===== src/rtl/div_iterative_if.sv =====
// Handshake/operand bundle for the iterative divider: the requester drives
// the start pulse and operands, the divider returns the quotient and status.
interface div_iterative_if #(parameter int WIDTH = 32);
  logic             ctrl_DIV;
  logic [WIDTH-1:0] data_operandA;
  logic [WIDTH-1:0] data_operandB;
  logic [WIDTH-1:0] data_result;
  logic             data_exception;
  logic             data_resultRDY;
  logic             busy;

  modport master (
    output ctrl_DIV, data_operandA, data_operandB,
    input  data_result, data_exception, data_resultRDY, busy
  );

  modport slave (
    input  ctrl_DIV, data_operandA, data_operandB,
    output data_result, data_exception, data_resultRDY, busy
  );
endinterface


===== src/rtl/div_iterative.sv =====
// 32-bit signed restoring divider: one quotient bit per cycle, fixed
// 33-cycle start-to-ready latency including divide-by-zero and overflow.
module div_iterative #(
  parameter int WIDTH = 32
) (
  input  logic             clock,
  input  logic             reset,
  div_iterative_if.slave   bus
);
  typedef enum logic [1:0] {IDLE = 2'd0, RUN = 2'd1, FIX = 2'd2} state_e;

  state_e           state_q;
  logic [WIDTH-1:0] rem_q, quo_q, absb_q, result_q;
  logic [4:0]       cnt_q;
  logic             qsign_q, dz_q, ovf_q, exc_q, rdy_q;

  logic [WIDTH:0]   rem_sh, trial;
  logic [WIDTH-1:0] rem_d, quo_d, absa, absb;
  logic             dz, ovf;

  always_comb begin
    absa = bus.data_operandA[WIDTH-1] ? -bus.data_operandA : bus.data_operandA;
    absb = bus.data_operandB[WIDTH-1] ? -bus.data_operandB : bus.data_operandB;
    dz   = (bus.data_operandB == '0);
    ovf  = (bus.data_operandA == {1'b1, {(WIDTH-1){1'b0}}}) && (bus.data_operandB == '1);
    // Remainder stays below |B| <= 2^31, so 32 stored bits plus the shifted-in
    // quotient MSB form the full 33-bit trial subtraction.
    rem_sh = {rem_q, quo_q[WIDTH-1]};
    trial  = rem_sh - {1'b0, absb_q};
    if (!trial[WIDTH]) begin
      rem_d = trial[WIDTH-1:0];
      quo_d = {quo_q[WIDTH-2:0], 1'b1};
    end else begin
      rem_d = rem_sh[WIDTH-1:0];
      quo_d = {quo_q[WIDTH-2:0], 1'b0};
    end
  end

  always_ff @(posedge clock) begin
    if (reset) begin
      state_q  <= IDLE;
      rem_q    <= '0;
      quo_q    <= '0;
      absb_q   <= '0;
      cnt_q    <= '0;
      qsign_q  <= 1'b0;
      dz_q     <= 1'b0;
      ovf_q    <= 1'b0;
      result_q <= '0;
      exc_q    <= 1'b0;
      rdy_q    <= 1'b0;
    end else begin
      rdy_q <= 1'b0;
      if (bus.ctrl_DIV) begin
        state_q <= RUN;
        rem_q   <= '0;
        quo_q   <= absa;
        absb_q  <= absb;
        cnt_q   <= '0;
        qsign_q <= bus.data_operandA[WIDTH-1] ^ bus.data_operandB[WIDTH-1];
        dz_q    <= dz;
        ovf_q   <= ovf;
      end else begin
        case (state_q)
          RUN: begin
            rem_q <= rem_d;
            quo_q <= quo_d;
            cnt_q <= cnt_q + 5'd1;
            if (cnt_q == 5'd31) state_q <= FIX;
          end
          FIX: begin
            if (dz_q) begin
              result_q <= '0;
              exc_q    <= 1'b1;
            end else if (ovf_q) begin
              result_q <= {1'b1, {(WIDTH-1){1'b0}}};
              exc_q    <= 1'b1;
            end else begin
              result_q <= qsign_q ? -quo_q : quo_q;
              exc_q    <= 1'b0;
            end
            rdy_q   <= 1'b1;
            state_q <= IDLE;
          end
          default: state_q <= IDLE;
        endcase
      end
    end
  end

  assign bus.data_result    = result_q;
  assign bus.data_exception = exc_q;
  assign bus.data_resultRDY = rdy_q;
  assign bus.busy           = (state_q == RUN) || (state_q == FIX);
endmodule


===== src/flat_wrapper.sv =====
// flat-port wrapper written by rule: the top's interface ports become plain ports
module div_iterative_flat 
#(
  parameter int WIDTH = 32
)
  (clock, reset, bus_ctrl_DIV, bus_data_operandA, bus_data_operandB, bus_data_result, bus_data_exception, bus_data_resultRDY, bus_busy);
  div_iterative_if #(.WIDTH(WIDTH)) bus_i ();
  input  logic clock;
  input  logic reset;
  input wire logic [$bits(bus_i.ctrl_DIV)-1:0] bus_ctrl_DIV;
  input wire logic [$bits(bus_i.data_operandA)-1:0] bus_data_operandA;
  input wire logic [$bits(bus_i.data_operandB)-1:0] bus_data_operandB;
  output wire logic [$bits(bus_i.data_result)-1:0] bus_data_result;
  output wire logic [$bits(bus_i.data_exception)-1:0] bus_data_exception;
  output wire logic [$bits(bus_i.data_resultRDY)-1:0] bus_data_resultRDY;
  output wire logic [$bits(bus_i.busy)-1:0] bus_busy;
  assign bus_i.ctrl_DIV = bus_ctrl_DIV;
  assign bus_i.data_operandA = bus_data_operandA;
  assign bus_i.data_operandB = bus_data_operandB;
  assign bus_data_result = bus_i.data_result;
  assign bus_data_exception = bus_i.data_exception;
  assign bus_data_resultRDY = bus_i.data_resultRDY;
  assign bus_busy = bus_i.busy;
  div_iterative #(.WIDTH(WIDTH)) u_core (.clock(clock), .reset(reset), .bus(bus_i));
endmodule

===== config.mk =====
export PLATFORM = sky130hd
export DESIGN_NAME = div_iterative_flat
export DESIGN_NICKNAME = d
export VERILOG_FILES = /design/src/rtl/div_iterative_if.sv /design/src/rtl/div_iterative.sv /design/src/flat_wrapper.sv
export SDC_FILE = /design/constraint.sdc
export NUM_CORES = 1
export LEC_CHECK = 0
export BUFFER_PORTS_ARGS = -buffer_cell sky130_fd_sc_hd__buf_4
export CAP_MARGIN = 20
export CORE_ASPECT_RATIO = 0.8
export CORE_UTILIZATION = 35
export CTS_CLUSTER_SIZE = 10
export DETAILED_ROUTE_END_ITERATION = 10
export HOLD_SLACK_MARGIN = 0.02
export PLACE_DENSITY_LB_ADDON = 0.3
export SETUP_SLACK_MARGIN = 0.3
export SYNTH_ARGS = -nofsm -noshare
export SYNTH_HDL_FRONTEND = slang
export SYNTH_SLANG_ARGS = --single-unit

===== constraint.sdc =====
create_clock -name clock -period 5.3 [get_ports clock]
set_input_delay 0.53 -clock clock [delete_from_list [all_inputs] [get_ports clock]]
set_output_delay 0.53 -clock clock [all_outputs]
set_load 0.05 [all_outputs]

==> metrics <==
Pre-Repair DR Iteration Count=5; Post-Synth Adder-Cell Area=5.79%; Iteration-0 DRC Markers=720; via/cell ratio=5.52; pwr dens=286 mW/mm^2; Async S/R FF share, synth=0%; RSZ-0062 raised after global routing=no; clock buffer depth=2; clock-pin slew on the worst setup and hold paths=0.07 ns; total grt overflow=0; Max H-tree Level=4; TritonCTS buffer count=17; Num Clock Sinks=140; die height=145 um; Post-DP HPWL=18.9 mm; DRC viols=0; post-CTS setup buffer count=0; Final Max Slew Viols=0; Ports=102; post-synthesis simple-gate area fraction=19.0%; Mapped Area=0.00899 sq mm; starting density of the core=35.6%; post-synthesis cell count=1,132; Antenna Diode Count=0; Max-slew headroom=30.7%; critical path data arrival time=3.90 ns; Max Fclk=0.278 GHz; layout cell share with drive strength beyond 1=13.2%; Root Driver=clkbuf_16; Syn. warnings=0; CTS tree=done; Resized cells post-CTS=0; largest family of logic cells by synthesized area=compound AO/OA/AOI/OAI gates; Synth Area in XOR/XNOR=11.0%; Fin. Hold Viols=0; core area=0.0252 sq mm; initial antenna violation count=0; Leak Pwr=4.19 nW; top_reg_cell synth=dfxtp_1; CP required=5.61 ns; vias in the first global route=7,836; Max VDD drop=0.000207 V; crit path max fanout=7; final setup fails=0; Worst Tran Pin Value=1.04 ns; syn_nets=1,240; CP Capture Type=register; Syn Area/Cell=7.94 sq um; Die ar.=0.0263 sq mm; hold_buf cts=0; via count=8,486; startpoint type of the worst setup path=register; GRT Util Overall=20.3%; nets@finish=1,308; Routed Antenna Nets=0; Period Utilization, post-route=67.8%; area post-placement=0.0100 sq mm; Post-synth EDFFs=0; Crit Path Class=reg -> reg; Cell Rows=52; setup TNS=0 ns; Cell variety after synth=59; Seq/Total Area, Yosys=31.2%; #FFs+latches synth=140; hold crit path type=in -> reg; Die X-Extent=181 um; total wire length=26.3 mm; port bufs=101; flop2flop setup slack=1.71 ns; Synth Area in Compound Gates=25.9%; cell area after layout=0.0106 sq mm; number of fill cells=2,521; min Tclk post-route=3.59 ns; synthesis-to-layout area growth=17.8%; Max-Cap Viols=0; mux contribution to synthesized area=2.12%; WL per Instance=17.1 um; routability cong.=0.877; worst skew pair latency=0.43 ns; first-pass GRT wire length=42.8 mm; largest net degree at the start of global routing=78; status=finished, final reports clean; Setup Skew=0.0120 ns
Yosys cell counts (8+ instances only):
| cell type | count | area (sq um) |
|---|---|---|
| dfxtp_1 | 140 | 2800 |
| nand2_1 | 109 | 409 |
| nor2_1 | 85 | 319 |
| o21ai_0 | 81 | 405 |
| xor2_1 | 71 | 622 |
| a211oi_1 | 57 | 428 |
| inv_1 | 57 | 214 |
| clkbuf_1 | 53 | 199 |
| a21oi_1 | 43 | 215 |
| xnor2_1 | 42 | 368 |
| ha_1 | 40 | 500 |
| a31oi_1 | 29 | 181 |
| o31ai_1 | 27 | 203 |
| a22oi_1 | 22 | 165 |
| nor2b_1 | 22 | 138 |
| or3_1 | 22 | 138 |
| o22ai_1 | 21 | 131 |
| nand4_1 | 20 | 125 |
| mux2i_1 | 19 | 190 |
| nor3_1 | 17 | 85.1 |
| or4_1 | 13 | 97.6 |
| nor4_1 | 12 | 75.1 |
| a21o_1 | 11 | 82.6 |
| nand3_1 | 11 | 55.1 |
| o41ai_1 | 11 | 96.3 |
| a22o_1 | 10 | 87.6 |
| buf_1 | 10 | 37.5 |
| o21a_1 | 8 | 60.1 |
layout by cell type (no fill, tap or decap), drive strengths merged, types with 3 or more instances in the layout:
cell type	instances
a311oi	3
a211oi	57
and3	7
nor3	17
o31ai	28
a21oi	43
nor2b	22
a22oi	22
a21o	11
o21a	8
nand3b	3
or2	6
o21ai	81
nor4	12
nand2	109
buf	112
clkinv	3
xor2	71
nand4	20
and2	4
nand3	11
ha	40
o41ai	11
dfxtp	140
inv	61
clkbuf	20
o22ai	21
nor2	85
nand2b	6
clkinvlp	5
a22o	10
a31oi	29
xnor2	42
or4	16
mux2i	19
o211ai	7
or3	24
kinds of logic after synthesis:
group                      Yosys count
AOI/OAI and AO/OA                  351
xor gates and xnor gates           113
adders and majority gates           41
buffers and inverters              121
DFF                                140
muxes                               19
and+or+nand+nor                    347
stage by stage:
stage	hold WS, ns	total power [mW]	util [%]	std cells	worst slack [ns]
after detailed placement	0.477	1.87	39.7	1505	1.77
after global routing	0.426	3.18	42.0	1537	1.38
after CTS	0.403	3.03	42.0	1537	1.75
after floorplan	0.460	1.66	-	1132	1.94
after global placement	0.474	1.87	39.7	1505	1.78
final	0.412	3.03	42.0	1537	1.71
where the power goes:
group          internal (mW)  total (mW)  switching [mW]
Clock                  0.674        1.17           0.498
Sequential              1.10        1.15          0.0518
Combinational          0.284       0.705           0.420
routing by layer:
| layer | GRT usage, % | share of wire (%) | wire length (um) |
|---|---|---|---|
| met1 | 30.9 | 53 | 13900 |
| met2 | 29.7 | 41 | 10800 |
| met3 | 3.45 | 5.2 | 1370 |
| met4 | 3.81 | 0.87 | 229 |
| met5 | 0 | 0 | 0 |
worst max-delay path, cell delays in order (launching register included):
cell and delay, ns:
dfxtp_1 0.36, or4_1 0.62, or3_1 0.38, or3_4 0.41, or4_4 0.44, or2_1 0.26, or4_4 0.45, o41a_1 0.39
a22o_1 0.18
final cells by class:
cell class                 count  area [sq um]  area share, %
multi-input combinational    871          5750           54.3
sequential                   140          2800           26.5
timing repair buffer         112           841           7.94
clock buffer                  20           457           4.31
tap                          324           405           3.83
inverter                      58           218           2.06
clock inverter                12           113           1.06
sequential cells by signal, summed over array words and instances, names as in the netlist, 2 cells and up:
register	count
u_core.rem_q	32
u_core.bus.data_result	32
u_core.quo_q	32
u_core.absb_q	32
u_core.state_q	2
u_core.cnt_q	5
path summary, 6_finish.rpt:
path / to / depth (start not counted) / startpoint
max: u_core.bus.data_result[31]$_SDFFE_PP0P_ / 8 / u_core.quo_q[10]$_SDFFE_PP0P_
min: u_core.absb_q[0]$_SDFFE_PP0P_ / 3 / bus_data_operandB[0]
max reg2reg: u_core.bus.data_result[31]$_SDFFE_PP0P_ / 8 / u_core.quo_q[10]$_SDFFE_PP0P_
min reg2reg: u_core.absb_q[17]$_SDFFE_PP0P_ / 2 / u_core.absb_q[17]$_SDFFE_PP0P_
Note: power is estimated with default switching activity, not from simulation.
